<file path="config.mk">
export PLATFORM = sky130hd
export DESIGN_NAME = tinyqv_prefetch_buffer
export DESIGN_NICKNAME = d
export VERILOG_FILES = /design/src/rtl/tinyqv_prefetch_buffer.sv
export SDC_FILE = /design/constraint.sdc
export NUM_CORES = 1
export LEC_CHECK = 0
export ABC_CLOCK_PERIOD_IN_PS = 8320
export BUFFER_PORTS_ARGS = -buffer_cell sky130_fd_sc_hd__buf_2
export CORE_MARGIN = 4
export CORE_UTILIZATION = 54
export DETAILED_ROUTE_END_ITERATION = 10
export PLACE_DENSITY = 0.79
export REMOVE_ABC_BUFFERS = 1
export SETUP_SLACK_MARGIN = 0.15
export SYNTH_ARGS = -nofsm -noshare
export SYNTH_HDL_FRONTEND = slang
export SYNTH_SLANG_ARGS = --single-unit
</file>
<file path="constraint.sdc">
create_clock -name clk -period 8.32 [get_ports clk]
set_input_delay 0.832 -clock clk [delete_from_list [all_inputs] [get_ports clk]]
set_output_delay 0.832 -clock clk [all_outputs]
set_load 0.005 [all_outputs]
</file>
<file path="src/rtl/tinyqv_prefetch_buffer.sv">
// Instruction prefetch FIFO: DEPTH-byte ring between QSPI fetch and decoder, 32-bit window at pc.
// Latency: a captured byte appears in instr/avail_len the cycle after fetch_ready.
// Backpressure: fetch_stall warns the controller early; bytes arriving while full are dropped and flag overflow.
module tinyqv_prefetch_buffer #(
    parameter int DEPTH        = 8,
    parameter int PC_BITS      = 24,
    parameter int STALL_MARGIN = 2,
    localparam int CW          = $clog2(DEPTH) + 1,
    localparam int PW          = $clog2(DEPTH)
) (
    input  logic               clk,
    input  logic               rst,
    input  logic               flush,
    input  logic [PC_BITS-2:0] flush_addr,
    input  logic [7:0]         fetch_data,
    input  logic               fetch_ready,
    input  logic               fetch_started,
    input  logic               fetch_stopped,
    output logic [PC_BITS-2:0] fetch_addr,
    output logic               fetch_restart,
    output logic               fetch_stall,
    output logic [31:0]        instr,
    output logic [CW-1:0]      avail_len,
    output logic [PC_BITS-2:0] pc,
    input  logic               consume,
    input  logic [2:0]         consume_len,
    output logic               overflow
);

    logic [7:0]         buf_q [DEPTH];
    logic [7:0]         buf_d [DEPTH];
    logic [CW-1:0]      count_q, count_d;
    logic [PW-1:0]      rd_ptr_q, rd_ptr_d;
    logic [PW-1:0]      wr_ptr_q, wr_ptr_d;
    logic [PC_BITS-2:0] pc_q, pc_d;
    logic               running_q, running_d;
    logic               overflow_q, overflow_d;

    logic               full;
    logic               capture;
    logic               consume_ok;
    logic [CW-1:0]      len_ext;
    logic [PW-1:0]      rd_idx;

    assign full       = (count_q == CW'(DEPTH));
    assign capture    = fetch_ready && running_q && !full;
    assign len_ext    = CW'(consume_len);
    assign consume_ok = consume && (consume_len == 3'd2 || consume_len == 3'd4)
                        && (len_ext <= count_q);

    always_comb begin
        buf_d      = buf_q;
        count_d    = count_q;
        rd_ptr_d   = rd_ptr_q;
        wr_ptr_d   = wr_ptr_q;
        pc_d       = pc_q;
        running_d  = running_q;
        overflow_d = overflow_q;

        if (flush) begin
            count_d    = '0;
            rd_ptr_d   = '0;
            wr_ptr_d   = '0;
            pc_d       = flush_addr;
            running_d  = 1'b0;
            overflow_d = 1'b0;
        end else begin
            if (fetch_started) begin
                running_d = 1'b1;
            end else if (fetch_stopped) begin
                running_d = 1'b0;
            end

            // Full-check uses the pre-consume count, so a same-cycle consume never makes room.
            if (fetch_ready && running_q && full) begin
                overflow_d = 1'b1;
            end

            if (capture) begin
                buf_d[wr_ptr_q] = fetch_data;
                wr_ptr_d        = wr_ptr_q + PW'(1);
            end

            if (consume_ok) begin
                rd_ptr_d = rd_ptr_q + PW'(consume_len);
                pc_d     = pc_q + (PC_BITS-1)'(consume_len[2:1]);
            end

            count_d = count_q + (capture ? CW'(1) : CW'(0)) - (consume_ok ? len_ext : CW'(0));
        end
    end

    always_ff @(posedge clk or posedge rst) begin
        if (rst) begin
            for (int i = 0; i < DEPTH; i++) begin
                buf_q[i] <= '0;
            end
            count_q    <= '0;
            rd_ptr_q   <= '0;
            wr_ptr_q   <= '0;
            pc_q       <= '0;
            running_q  <= 1'b0;
            overflow_q <= 1'b0;
        end else begin
            buf_q      <= buf_d;
            count_q    <= count_d;
            rd_ptr_q   <= rd_ptr_d;
            wr_ptr_q   <= wr_ptr_d;
            pc_q       <= pc_d;
            running_q  <= running_d;
            overflow_q <= overflow_d;
        end
    end

    // Window bytes beyond the held count read as zero so the decoder never sees stale data.
    always_comb begin
        instr  = '0;
        rd_idx = '0;
        for (int i = 0; i < 4; i++) begin
            rd_idx = rd_ptr_q + PW'(i);
            if (CW'(i) < count_q) begin
                instr[8*i +: 8] = buf_q[rd_idx];
            end
        end
    end

    assign avail_len     = count_q;
    assign pc            = pc_q;
    assign overflow      = overflow_q;
    assign fetch_stall   = ((CW'(DEPTH) - count_q) <= CW'(STALL_MARGIN));
    assign fetch_restart = !running_q && !flush;
    assign fetch_addr    = pc_q + (PC_BITS-1)'(count_q[CW-1:1]);

endmodule

</file>
# After elaboration in Yosys (flattened, before gate mapping)
# Cells that the tools add are included.
# Widths: inputs -> output; s select.
[totals] reg_bits=99 inputBits=41 out_inout_bits=85 word_cells=94
[op_classes] add_sub_neg=10 magnitude_cmp=12 n_eq_ne=3 n_mux=33 bitwise=6 reduce_logical=16
[ops] operator="$mux 8" count=13
[ops] operator="$bmux 8 s3" count=4
[ops] operator="$bwmux 64" count=1
[ops] operator="$mux 23" count=2
[ops] operator="$demux 8 s3" count=1
[ops] operator="$add 23x2->23" count=1
[ops] operator="$add 23x3->23" count=1
[ops] operator="$ge 4x4->1 const B" count=5
[ops] operator="$not 3->4" count=5
[ops] operator="$mux 3" count=5
[ops] operator="$lt 1x4->1 const A" count=2
[ops] operator="$lt 2x4->1 const A" count=2
[ops] operator="$logic_and 1x1->1" count=7
[ops] operator="$add 3x1->3 const B" count=2
[ops] operator="$add 3x2->3 const B" count=2
[ops] operator="$mux 1" count=6
[ops] operator="$reduce_bool 2->1" count=3
[ops] operator="$add 4x1->4" count=1
[ops] operator="$eq 4x4->1 const B" count=1
[ops] operator="$le 3x4->1" count=1
[ops] operator="$le 4x2->1 const B" count=1
[ops] operator="$lt 4x1->1 const B" count=1
[ops] operator="$mux 4" count=1
[ops] operator="$sub 4x3->4" count=1
[ops] operator="other kinds (9)" count=11

# Longest topological paths before layout
[logic_depth] word_depth=7 mapped_depth=13 depth_no_buf=12

# Worst setup path after synthesis
# Ideal clock, no wire load.
[synth_path] path_type="register to output" start="register rd_ptr_q[1]" end="output instr[29]" arrival_time_ns=2.592 required_time_ns=7.488 setup_slack_ns=4.896 stages_incl_launch_ff=10 path_buffers=3 cell_sequence="dfrtp_1 clkbuf_1 inv_1 clkbuf_1 ha_1 xnor2_1 clkbuf_1 mux4_2 mux2i_1 nor2_1"
[synth_via] elab_chain_len=6
[synth_lines] element="from (decl)" line="33" text="logic [PW-1:0] rd_ptr_q, rd_ptr_d;"
[synth_lines] element="from (signal assigned)" line="107" text="rd_ptr_q <= rd_ptr_d;"
[synth_lines] element="$add 3x2->3" line="120" text="rd_idx = rd_ptr_q + PW'(i);"
[synth_lines] element="$not 3->4 (not written as such)" line="122" text="instr[8*i +: 8] = buf_q[rd_idx];"
[synth_lines] element="$bmux 8 s3" line="122"
[synth_lines] element="$mux 8 (not written as such) (2 in series)" line="122"
[synth_lines] element="$mux 8" line="121" text="if (CW'(i) < count_q) begin"
[synth_lines] element="to (decl)" line="22" text="output logic [31:0] instr,"
# Every way passes these cells. The select of a mux whose other input is x is not followed.

# Worst setup path in the final report
[layout_path] start="register rd_ptr_q[0]" end="output instr[13]"
[layout_via] elab_chain_len=6
[layout_lines] element="$add 3x1->3" line="120"
[layout_lines] element="$not 3->4 (not written as such)" line="122"
[layout_lines] element="$bmux 8 s3" line="122"
[layout_lines] element="$mux 8 (not written as such) (2 in series)" line="122"
[layout_lines] element="$mux 8" line="121"
# Every way passes these cells. The select of a mux whose other input is x is not followed.

==> results.txt <==
The worst-case clock buffer depth is 2. The transition at the pin with the smallest max-transition slack came out at roughly 1.2 ns. Entering global routing, the biggest net connects 77 pins. The worst setup path is captured at an output pin. Setup repair after global routing left no endpoint under its margin. The first TritonRoute pass finished after 4 iterations. TritonCTS built the clock tree.

The required time of the critical path came out at 7.49 ns. The simple-gate portion of the synthesized area is 12.1%. The accumulated negative setup slack is 0 ns. The total clock buffers created by CTS is 9. The global placer's final weighted congestion is 0.913. The area of the die is 15000 um2.

Of the total synthesized cell area, the portion taken by full adders, half adders and majority gates is 4.86%. The global-route usage over all layers is 27.0%. Counting tap cells, the placed design contains a total of 895 instances. The share of flip-flops with an asynchronous set or reset after synthesis came out at 100%. The combined area of all synthesized cells is 7050 um2.

The number of vias per cell came out at 6.29. The number of synthesis warnings is 0. The net count reported at finish is 800. Across the run, the number of max-cap violations was 0. STA classifies the critical path startpoint as a flip-flop. In the post-synthesis netlist, the biggest area contributors are sky130_fd_sc_hd__dfrtp_1, sky130_fd_sc_hd__mux4_2, sky130_fd_sc_hd__mux2_2. The fraction of the cycle the final worst path needs came out at 51.5%. The area of the core came out at about 13000 um2. By startpoint and endpoint, the worst setup path is classified as flip-flop to output pin.

The number of buffer cells added on primary ports is 125. The half-perimeter wire length after detailed placement came out at between 10000 and 15000 um. The via count of the first global-routing pass is about 5900.

The xor/xnor share of the synthesized area is 5.22%. The first-pass GRT wire length came out at just over 30000 um. Sequential cells account for around 37% of the total power. The number of distinct library cells after synthesis is 52. The worst max-slew margin expressed relative to the limit came out at 20.6%. The number of storage elements in the synthesis netlist came out at 99. The average detailed-routed wire length per instance is between 20 and 25 um. The count of final max-slew check failures was 0. The most used flip-flop cell after synthesis is sky130_fd_sc_hd__dfrtp_1. The biggest area consumer among synthesized cells is sky130_fd_sc_hd__dfrtp_1. After the flow finishes, the layout carries non-filler instances totaling between 900 and 1000. The post-route worst setup slack came out at 4.04 ns. The via count came out at 5728.

In this run the number of H-tree levels came out at 3. Summed over all nets, the switching power comes to 0.000595 W. On the final layout, the worst clock skew is roughly 0.0058 ns. The count of nets left with antenna violations once routing finished came out at 0.

In this run the worst path has a maximum fanout of between 50 and 60. A synthesized cell averages 11.2 um2. The clock latency on the worst-skew pair is approximately 0.36 ns. The number of DRC violations after detailed-routing iteration 0 came out at 406. The cell sitting at the root of the clock tree is a sky130_fd_sc_hd__clkbuf_16. The internal power of the cells totals 0.00103 W.

The mux contribution to synthesized area is roughly a third. Of the total power, the share spent switching nets is 36.7%. The arrival time reported for the critical path endpoint came out at 3.45 ns. The share of total power dissipated in combinational logic is 35.4%. The die is 122 um wide. The run finished with clean final reports. The worst supply voltage drop on vdd came out at between 0.1 and 0.15 mV. Based on the critical path, the design can be clocked at up to 0.234 GHz. Compared with the post-synthesis result, the final layout area differs by 15.0%. The number of antenna violations at the first check in global routing is 0. The number of synthesized flops with an enable pin came out at 0.

The total design power came out at 0.00162 W. The leakage power of the design is 3.62 nW. The number of placed I/O pins came out at 126. The tree built by TritonCTS fans out to 99 sinks. The number of remaining DRC errors is 0. The number of filler cells placed in the layout is 1033.

The min-delay analysis places its worst path in the category primary input to asynchronous set/reset pin. Clock-pin slew was measured on the worst setup and hold paths at 0.07 ns. The hold violation total from the final report was 0.

The fraction of synthesized cell area taken by the top area cell type came out at 35.1%. The antenna cell count is 0. The dominant combinational cell family by area after synthesis is multiplexers. The power per unit of standard cell area is around 200 nW/um2. Sequential elements use 35.1% of the synthesized area. For this configuration, the core starts out at a cell density of 55.4%. After global routing the overflow that remains totals 0.

The synthesized netlist devotes 7.03% of its cell area to compound gates. Timing analysis after detailed placement gives a worst setup slack of 4.33 ns. In this run, the clock network consumes 27.3% of the power. The die span in y came out at 122 um.

The shortest period the worst path allows is 4.28 ns. The share of layout cells above drive strength 1 came out at 39.2%. The number of rows created at floorplan came out at a little over 40. After clock tree synthesis, the repair step resized 0 gates. The number of hold buffers added after CTS was 0. In the synthesized netlist, the number of instances is 630. The total wirelength of the detailed-routed design is 19400 um. Setup violations remaining at the end of the flow were counted as 0.

The worst hold-check slack is 0.434 ns. The number of buffers added for setup after CTS came out at 0.
-- layer usage --
| layer | up-vias | GRT usage, % | routed length [um] |
|---|---|---|---|
| met5 | - | 0 | 0 |
| met4 | 0 | 9.45 | 495 |
| met3 | 46 | 6.18 | 1480 |
| met2 | 278 | 45.2 | 9840 |
| met1 | 2888 | 34.9 | 7580 |
| li1 | 2516 | - | - |
-- path summary, 6_finish.rpt --
check	to	cells after the start	slack [ns]	startpoint
max	instr[13]	7	4.04	rd_ptr_q[0]
min	pc[12]	2	0.43	rst
max reg2reg	avail_len[3]	12	4.62	avail_len[1]
min reg2reg	overflow	2	0.55	overflow
max in group asynchronous	rd_ptr_q[0]	3	6.58	rst
min in group clk	overflow	2	0.55	overflow
-- registers in the layout, indices dropped and copies added (netlist names) --
name       flops
overflow       1
buf_q         64
rd_ptr_q       3
wr_ptr_q       3
running_q      1
pc            23
avail_len      4
-- synth_stat cells, drive strengths merged (7+ instances only) --
cell type,count
dfrtp,99
nand2,75
mux2,67
mux4,57
nor2,45
xnor2,28
clkbuf,24
a21oi,23
mux2i,23
ha,21
inv,21
buf,16
o21ai,15
nand3,14
xor2,14
nor3,12
a31oi,7
nand4,7
nor2b,7
-- placed cells by master (no fill, tap or decap), types with 2 or more instances in the layout --
cell / netlist / routed
sky130_fd_sc_hd__nand2_1: 75 / 75
sky130_fd_sc_hd__mux4_2: 57 / 57
sky130_fd_sc_hd__nor3_1: 11 / 10
sky130_fd_sc_hd__o311ai_0: 2 / 2
sky130_fd_sc_hd__and3_1: 6 / 6
sky130_fd_sc_hd__nand4_1: 7 / 7
sky130_fd_sc_hd__buf_4: 0 / 8
sky130_fd_sc_hd__o21ai_0: 11 / 11
sky130_fd_sc_hd__nor3_2: 1 / 2
sky130_fd_sc_hd__mux2_2: 67 / 67
sky130_fd_sc_hd__inv_6: 0 / 3
sky130_fd_sc_hd__ha_1: 21 / 21
sky130_fd_sc_hd__or2_2: 3 / 3
sky130_fd_sc_hd__a21oi_1: 22 / 22
sky130_fd_sc_hd__dfrtp_1: 99 / 98
sky130_fd_sc_hd__a2111oi_2: 2 / 2
sky130_fd_sc_hd__inv_1: 20 / 19
sky130_fd_sc_hd__a21o_1: 4 / 4
sky130_fd_sc_hd__xor2_1: 14 / 13
sky130_fd_sc_hd__buf_2: 6 / 125
sky130_fd_sc_hd__fa_1: 4 / 4
sky130_fd_sc_hd__a31oi_1: 7 / 7
sky130_fd_sc_hd__nor2_1: 44 / 44
sky130_fd_sc_hd__a22oi_1: 2 / 2
sky130_fd_sc_hd__mux2i_1: 23 / 23
sky130_fd_sc_hd__xnor2_1: 28 / 28
sky130_fd_sc_hd__o21ai_1: 4 / 4
sky130_fd_sc_hd__nand3_1: 14 / 14
sky130_fd_sc_hd__clkbuf_16: 0 / 9
sky130_fd_sc_hd__nor2b_1: 7 / 7
sky130_fd_sc_hd__or4_1: 3 / 3
sky130_fd_sc_hd__and2_1: 3 / 3
sky130_fd_sc_hd__a211oi_1: 5 / 5
sky130_fd_sc_hd__nand2b_1: 3 / 3
sky130_fd_sc_hd__and4_1: 2 / 2
sky130_fd_sc_hd__o211ai_1: 3 / 3
-- power by group through the flow --
stage          sequential, W  combinational (W)  clock (W)
3_5_place_dp        0.000613           0.000569          0
4_1_cts             0.000604           0.000574   0.000449
3_3_place_gp        0.000606           0.000543          0
5_1_grt             0.000614           0.000626   0.000469
6_report            0.000606           0.000574   0.000443
2_1_floorplan       0.000599           0.000351          0
-- logic make-up (layout without fill, tap and decap cells) --
family / Yosys count / after routing
and+or+nand+nor: 185 / 185
muxes: 147 / 147
DFF: 99 / 99
AOI/OAI and AO/OA: 70 / 70
buffers and inverters: 61 / 170
xor gates and xnor gates: 42 / 42
adders and majority gates: 25 / 25
other: 1 / 1
-- stage by stage --
step / cell area, um2 / util (%)
5_1_grt: 8110 / 63.8
3_3_place_gp: 7800 / 61.3
4_1_cts: 8110 / 63.8
3_5_place_dp: 7800 / 61.3
6_report: 8110 / 63.8
2_1_floorplan: 6890 / -
-- layout make-up --
cell class / instances / area [um2] / area share [%]
Multi-Input combinational cell: 470 / 4340 / 53.5
Sequential cell: 99 / 2480 / 30.5
Timing Repair Buffer: 133 / 686 / 8.45
Clock buffer: 9 / 225 / 2.78
Tap cell: 172 / 215 / 2.65
Clock inverter: 7 / 83.8 / 1.03
Inverter: 21 / 81.3 / 1.00
-- worst max-delay path: stages, from the launching register on --
cell	delay (ns)
sky130_fd_sc_hd__dfrtp_2	0.37
sky130_fd_sc_hd__buf_4	0.64
sky130_fd_sc_hd__ha_1	0.32
sky130_fd_sc_hd__xor2_2	0.83
sky130_fd_sc_hd__mux4_2	0.42
sky130_fd_sc_hd__mux2i_1	0.19
sky130_fd_sc_hd__nor2_1	0.08
sky130_fd_sc_hd__buf_2	0.18
Power figures use the tool's default switching activity.
